$ cat src/rtl/uart_pkg.sv
// Shared UART definitions: FSM state encoding, default frame geometry and the
// parity helper used by the receive and transmit paths.
package uart_pkg;

  typedef enum logic [2:0] {
    IDLE    = 3'd0,
    START   = 3'd1,
    DATA    = 3'd2,
    PARITY  = 3'd3,
    STOP    = 3'd4,
    WAIT_HI = 3'd5
  } uart_state_e;

  localparam int UART_OVS_DEF       = 8;
  localparam int UART_DATA_BITS_DEF = 8;

  // 1 when data bits plus parity bit disagree with the selected parity sense
  function automatic logic parity_mismatch(input logic [7:0] data,
                                           input logic       pbit,
                                           input logic       odd);
    return (^data) ^ pbit ^ odd;
  endfunction

endpackage

$ cat src/rtl/uart_sync2.sv
// Two-flop synchroniser for the asynchronous serial line; resets to the idle
// (high) level so no false start bit is seen coming out of reset.
module uart_sync2 (
  input  logic sysclk,
  input  logic rst,
  input  logic d,
  output logic q
);

  logic meta_r;

  // two-stage capture of the async input
  always_ff @(posedge sysclk) begin
    if (!rst) begin
      meta_r <= 1'b1;
      q      <= 1'b1;
    end else begin
      meta_r <= d;
      q      <= meta_r;
    end
  end

endmodule

$ cat src/rtl/uart_rx.sv
// UART receiver: oversampled start/data/parity/stop recovery with a single
// holding register on a valid/ready output port.
module uart_rx
  import uart_pkg::*;
#(
  parameter int DATA_BITS  = UART_DATA_BITS_DEF,
  parameter int PARITY_EN  = 0,
  parameter int PARITY_ODD = 0,
  parameter int OVS        = UART_OVS_DEF
) (
  input  logic                 sysclk,
  input  logic                 rst,
  input  logic                 os_tick,
  input  logic                 rxd,
  output logic [DATA_BITS-1:0] rx_data,
  output logic                 rx_valid,
  input  logic                 rx_ready,
  output logic                 frame_err,
  output logic                 parity_err,
  output logic                 overrun,
  output logic                 busy
);

  localparam int CW = $clog2(OVS);
  localparam int BW = $clog2(DATA_BITS + 1);
  localparam logic [CW-1:0] CNT_HALF  = CW'(OVS / 2 - 1);
  localparam logic [CW-1:0] CNT_LAST  = CW'(OVS - 1);
  localparam logic [BW-1:0] BITN_LAST = BW'(DATA_BITS - 1);

  uart_state_e          state_r, state_s;
  logic [CW-1:0]        cnt_r, cnt_s;
  logic [BW-1:0]        bitn_r, bitn_s;
  logic [DATA_BITS-1:0] shift_r, shift_s;
  logic                 perr_r, perr_s;
  logic                 commit_s;
  logic                 rxs_s;

  uart_sync2 u_sync (
    .sysclk (sysclk),
    .rst    (rst),
    .d      (rxd),
    .q      (rxs_s)
  );

  // frame FSM, bit counters and shift register state
  always_ff @(posedge sysclk) begin
    if (!rst) begin
      state_r <= IDLE;
      cnt_r   <= '0;
      bitn_r  <= '0;
      shift_r <= '0;
      perr_r  <= 1'b0;
    end else begin
      state_r <= state_s;
      cnt_r   <= cnt_s;
      bitn_r  <= bitn_s;
      shift_r <= shift_s;
      perr_r  <= perr_s;
    end
  end

  // next-state logic; everything advances only on oversample ticks
  always_comb begin
    state_s  = state_r;
    cnt_s    = cnt_r;
    bitn_s   = bitn_r;
    shift_s  = shift_r;
    perr_s   = perr_r;
    commit_s = 1'b0;
    if (os_tick) begin
      case (state_r)
        IDLE: begin
          if (!rxs_s) begin
            state_s = START;
            cnt_s   = '0;
          end else begin
            state_s = IDLE;
          end
        end
        START: begin
          if (cnt_r == CNT_HALF) begin
            cnt_s = '0;
            if (rxs_s) begin
              state_s = IDLE;
            end else begin
              state_s = DATA;
              bitn_s  = '0;
              perr_s  = 1'b0;
            end
          end else begin
            cnt_s = cnt_r + 1'b1;
          end
        end
        DATA: begin
          if (cnt_r == CNT_LAST) begin
            cnt_s   = '0;
            shift_s = {rxs_s, shift_r[DATA_BITS-1:1]};
            bitn_s  = bitn_r + 1'b1;
            if (bitn_r == BITN_LAST) begin
              state_s = (PARITY_EN != 0) ? PARITY : STOP;
            end else begin
              state_s = DATA;
            end
          end else begin
            cnt_s = cnt_r + 1'b1;
          end
        end
        PARITY: begin
          if (cnt_r == CNT_LAST) begin
            cnt_s   = '0;
            perr_s  = parity_mismatch(8'(shift_r), rxs_s, 1'(PARITY_ODD));
            state_s = STOP;
          end else begin
            cnt_s = cnt_r + 1'b1;
          end
        end
        STOP: begin
          if (cnt_r == CNT_LAST) begin
            cnt_s    = '0;
            commit_s = 1'b1;
            // leaving at mid stop bit leaves half a bit to resync on the next start
            state_s  = rxs_s ? IDLE : WAIT_HI;
          end else begin
            cnt_s = cnt_r + 1'b1;
          end
        end
        WAIT_HI: begin
          if (rxs_s) begin
            state_s = IDLE;
          end else begin
            state_s = WAIT_HI;
          end
        end
        default: begin
          state_s = IDLE;
          cnt_s   = '0;
        end
      endcase
    end else begin
      state_s = state_r;
    end
  end

  // holding register, handshake, overrun pulse and busy flag
  always_ff @(posedge sysclk) begin
    if (!rst) begin
      rx_data    <= '0;
      rx_valid   <= 1'b0;
      frame_err  <= 1'b0;
      parity_err <= 1'b0;
      overrun    <= 1'b0;
      busy       <= 1'b0;
    end else begin
      overrun <= 1'b0;
      busy    <= (state_s != IDLE);
      if (commit_s) begin
        if (!rx_valid || rx_ready) begin
          rx_data    <= shift_r;
          frame_err  <= ~rxs_s;
          parity_err <= (PARITY_EN != 0) ? perr_r : 1'b0;
          rx_valid   <= 1'b1;
        end else begin
          overrun <= 1'b1;
        end
      end else if (rx_valid && rx_ready) begin
        rx_valid <= 1'b0;
      end
    end
  end

endmodule
$ cat config.mk
export PLATFORM = sky130hd
export DESIGN_NAME = uart_rx
export DESIGN_NICKNAME = d
export VERILOG_FILES = /design/src/rtl/uart_pkg.sv /design/src/rtl/uart_sync2.sv /design/src/rtl/uart_rx.sv
export SDC_FILE = /design/constraint.sdc
export NUM_CORES = 1
export LEC_CHECK = 0
export CORE_MARGIN = 1.5
export CORE_UTILIZATION = 30
export DETAILED_ROUTE_END_ITERATION = 7
export GPL_TIMING_DRIVEN = 1
export PLACE_DENSITY = 0.56
export SLEW_MARGIN = 20
export SYNTH_ARGS = -nofsm -noshare
export SYNTH_HDL_FRONTEND = slang
export SYNTH_SLANG_ARGS = --single-unit
$ cat constraint.sdc
create_clock -name sysclk -period 2.24 [get_ports sysclk]
set_input_delay 0.224 -clock sysclk [delete_from_list [all_inputs] [get_ports sysclk]]
set_output_delay 0.224 -clock sysclk [all_outputs]
set_load 0.02 [all_outputs]
==> summary.txt <==
Leak pwr -> 0.758 nW
Synth cell types -> 47
Die span in x -> 75.4 um
Antenna Nets Post-Route -> 0
Seq/Total Area, Yosys -> 0.408
Final-layout fill cell count -> 551
Period utilisation layout -> 0.877
Setup TNS -> 0 ns
Max cap viols -> 0
Reg-to-reg startpoint -> cnt_r[0]$_SDFFE_PN0P_
Tmin final -> 1.96 ns
Slowest cell on the critical path -> dfxtp_1
Row cnt -> 26
Total core area -> 5070 sq um
Dominant cell type by area after synthesis -> dfxtp_1
Hold Path Depth -> 1
Synthesized net count -> 180
Max-slew headroom -> 0.627
Crit-path most repeated cell -> ha_1
Ys flop type -> dfxtp_1
Startpoint Class -> flip-flop
Worst-path cell chain -> ha_1 > ha_1 > nand2b_1 > nor4_4 > buf_4 > mux2i_1 > nor2_1
Final WS setup -> 0.276 ns
Fraction of layout cells with a size suffix above 1 -> 0.139
Crit path buffers/inverters -> 1
Peak VDD IR -> 0.412 mV
Max-slew violations -> 0
HP Start -> u_sync.meta_r$_SDFF_PN1_
Port Buffers -> 16
Initial Utilization -> 0.310
PwrDens -> 642 nW/um^2
Worst-Skew Late Latency -> 0.28 ns
Peak Freq -> 509 MHz
R2R cell count -> 7
Cell Area, Synth -> 1570 sq um
Hold WS -> 0.417 ns
GR Util met2 -> 0.167
Synthesis-stage register bit count -> 32
Setup Viol. Count Final -> 0
Largest net degree at the start of global routing -> 18
Initial DRC Count -> 64
Worst Path Max Fanout -> 10
CP Class -> flip-flop to flip-flop
Synthesis Warnings -> 0
Ports -> 18
Longest Clk Path Bufs -> 2
Die ar. -> 5680 sq um
Reg clk slew, reported paths -> 0.07 ns
Async S/R FF share, synth -> 0
Sequential cell area -> 641 sq um
DRC -> 0
Vias in the first global route -> 1,091
NumNets Final -> 197
Initial antenna violation count -> 0
Worst Clk Skew -> 0.00596 ns
CTS tree -> built
GPL Wtd Cong -> 0.708
Dpl cells -> 249
Worst EP required -> 2.41 ns
Gr usage total -> 0.120
RSZ-0062 raised after global routing -> no
Run status -> complete, no violations
R2R Setup Slk -> 0.28 ns
Post-cts resize count -> 0
Arr. time, crit path -> 2.13 ns
HPWL Detailed -> 2070 um
Tightest Pin Transition -> 0.558 ns
Final Hold Fails -> 0
Largest cells by area after synthesis -> dfxtp_1, mux2i_1, nor2_1, ha_1, nand2_1
Die H -> 75.4 um
DP Worst Slack -> 0.284 ns
Root Buffer -> clkbuf_8
Sink Count -> 32
Cell class contributing the biggest share of worst-path delay -> adder cells
CP Capture Type -> flip-flop
GR Layer Usage met3 -> 0.0397
Detailed Routing Iterations Pass 1 -> 4
First-pass GRT wire length -> 5210 um
Antenna diode count -> 0
Drt wl/cell -> 11.4 um
Post-synth top cells -> dfxtp_1, nor2_1, mux2i_1
Vias per cell -> 4.66
Cells after synthesis -> 169
Busiest layer in global routing -> met1
Finished Layout Cells -> 257
Synth Area per Inst -> 9.30 sq um
Setup bufs post-CTS -> 0
Hold Path End -> u_sync.q$_SDFF_PN1_
Top cell type's share of synthesized area -> 0.408
Multi-input logic area -> 846 sq um
Total number of vias -> 1,198
HP Class -> flip-flop to flip-flop
Max incr delay on CP -> 0.36 ns
Met1 Usage GRT -> 0.177
Routed WL -> 2940 um
CTS Buf Count -> 5
Most frequent cell after synthesis -> dfxtp_1
Hold Buf Count CTS -> 0
GR Overflow Total -> 0
Number of synthesized flops with an enable pin -> 0
Number of H-tree levels -> 2
Synthesis-to-layout area growth -> 21.3%
End of the worst register-to-register path -> rx_data[0]$_SDFFE_PN0P_
-- through the flow --
| stage | total power [mW] | util | area (sq um) |
|---|---|---|---|
| 2_1_floorplan | 0.664 | - | 1570 |
| 3_3_place_gp | 0.691 | 0.354 | 1790 |
| 3_5_place_dp | 0.690 | 0.354 | 1790 |
| 4_1_cts | 1.24 | 0.375 | 1910 |
| 5_1_grt | 1.28 | 0.375 | 1910 |
| 6_report | 1.22 | 0.375 | 1910 |
-- layout make-up --
type,count,area share
clock inverters,3,0.0223
inverters,6,0.0118
clock buffers,5,0.0361
multi-input cells,120,0.444
flip-flops and latches,32,0.336
well taps,70,0.0460
repair buffers,21,0.104
-- metal layers --
layer,part of all wire,up-vias
li1,-,618
met1,0.51,552
met2,0.44,26
met3,0.039,2
met4,0.0088,0
met5,0,-
-- worst max-delay path by stage --
stage                                    endpoint  slack, ns  cells past startpoint                  start
after detailed placement  rx_data[0]$_SDFFE_PN0P_       0.28                      7  cnt_r[0]$_SDFFE_PN0P_
after floorplan           rx_data[0]$_SDFFE_PN0P_       0.56                      7  cnt_r[0]$_SDFFE_PN0P_
after global placement    rx_data[6]$_SDFFE_PN0P_       0.33                      7  cnt_r[0]$_SDFFE_PN0P_
after global routing      rx_data[7]$_SDFFE_PN0P_       0.11                      7  cnt_r[0]$_SDFFE_PN0P_
final                     rx_data[0]$_SDFFE_PN0P_       0.28                      7  cnt_r[0]$_SDFFE_PN0P_
after CTS                 rx_data[0]$_SDFFE_PN0P_       0.26                      7  cnt_r[0]$_SDFFE_PN0P_
-- registers in the layout (all words and copies together) (netlist names) --
signal         flops
bitn_r             4
busy               1
cnt_r              3
frame_err          1
overrun            1
rx_data            8
rx_valid           1
shift_r            8
state_r            3
u_sync.meta_r      1
u_sync.q           1
-- where the power goes --
group | leakage, nW | internal [mW] | switching (mW)
registers | 0.259 | 0.578 | 0.0116
clock network | 0.0541 | 0.329 | 0.218
logic | 0.445 | 0.0397 | 0.0478
-- cells by family after synthesis --
family / Yosys count / share of synthesized area
compound gates: 28 / 0.128
xor+xnor: 1 / 0.00557
fa+ha+maj: 6 / 0.0478
buf+inv: 17 / 0.0541
flops: 32 / 0.408
mux: 16 / 0.102
other cells: 1 / 0.00239
simple gates: 68 / 0.252
-- cells in the final DEF, fill, tap and decap left out, drive strengths merged, types with 3 or more instances in the layout --
cell and instances:
a21oi 6, buf 5, clkbuf 5, clkdlybuf4s50 16, dfxtp 32, ha 6
inv 5, mux2i 16, nand2 12, nand2b 5, nand3 4, nor2 26
nor2b 3, nor3b 3, o211ai 3, o21ai 5, or3b 3
No activity file was read; power rests on OpenSTA's default activity.
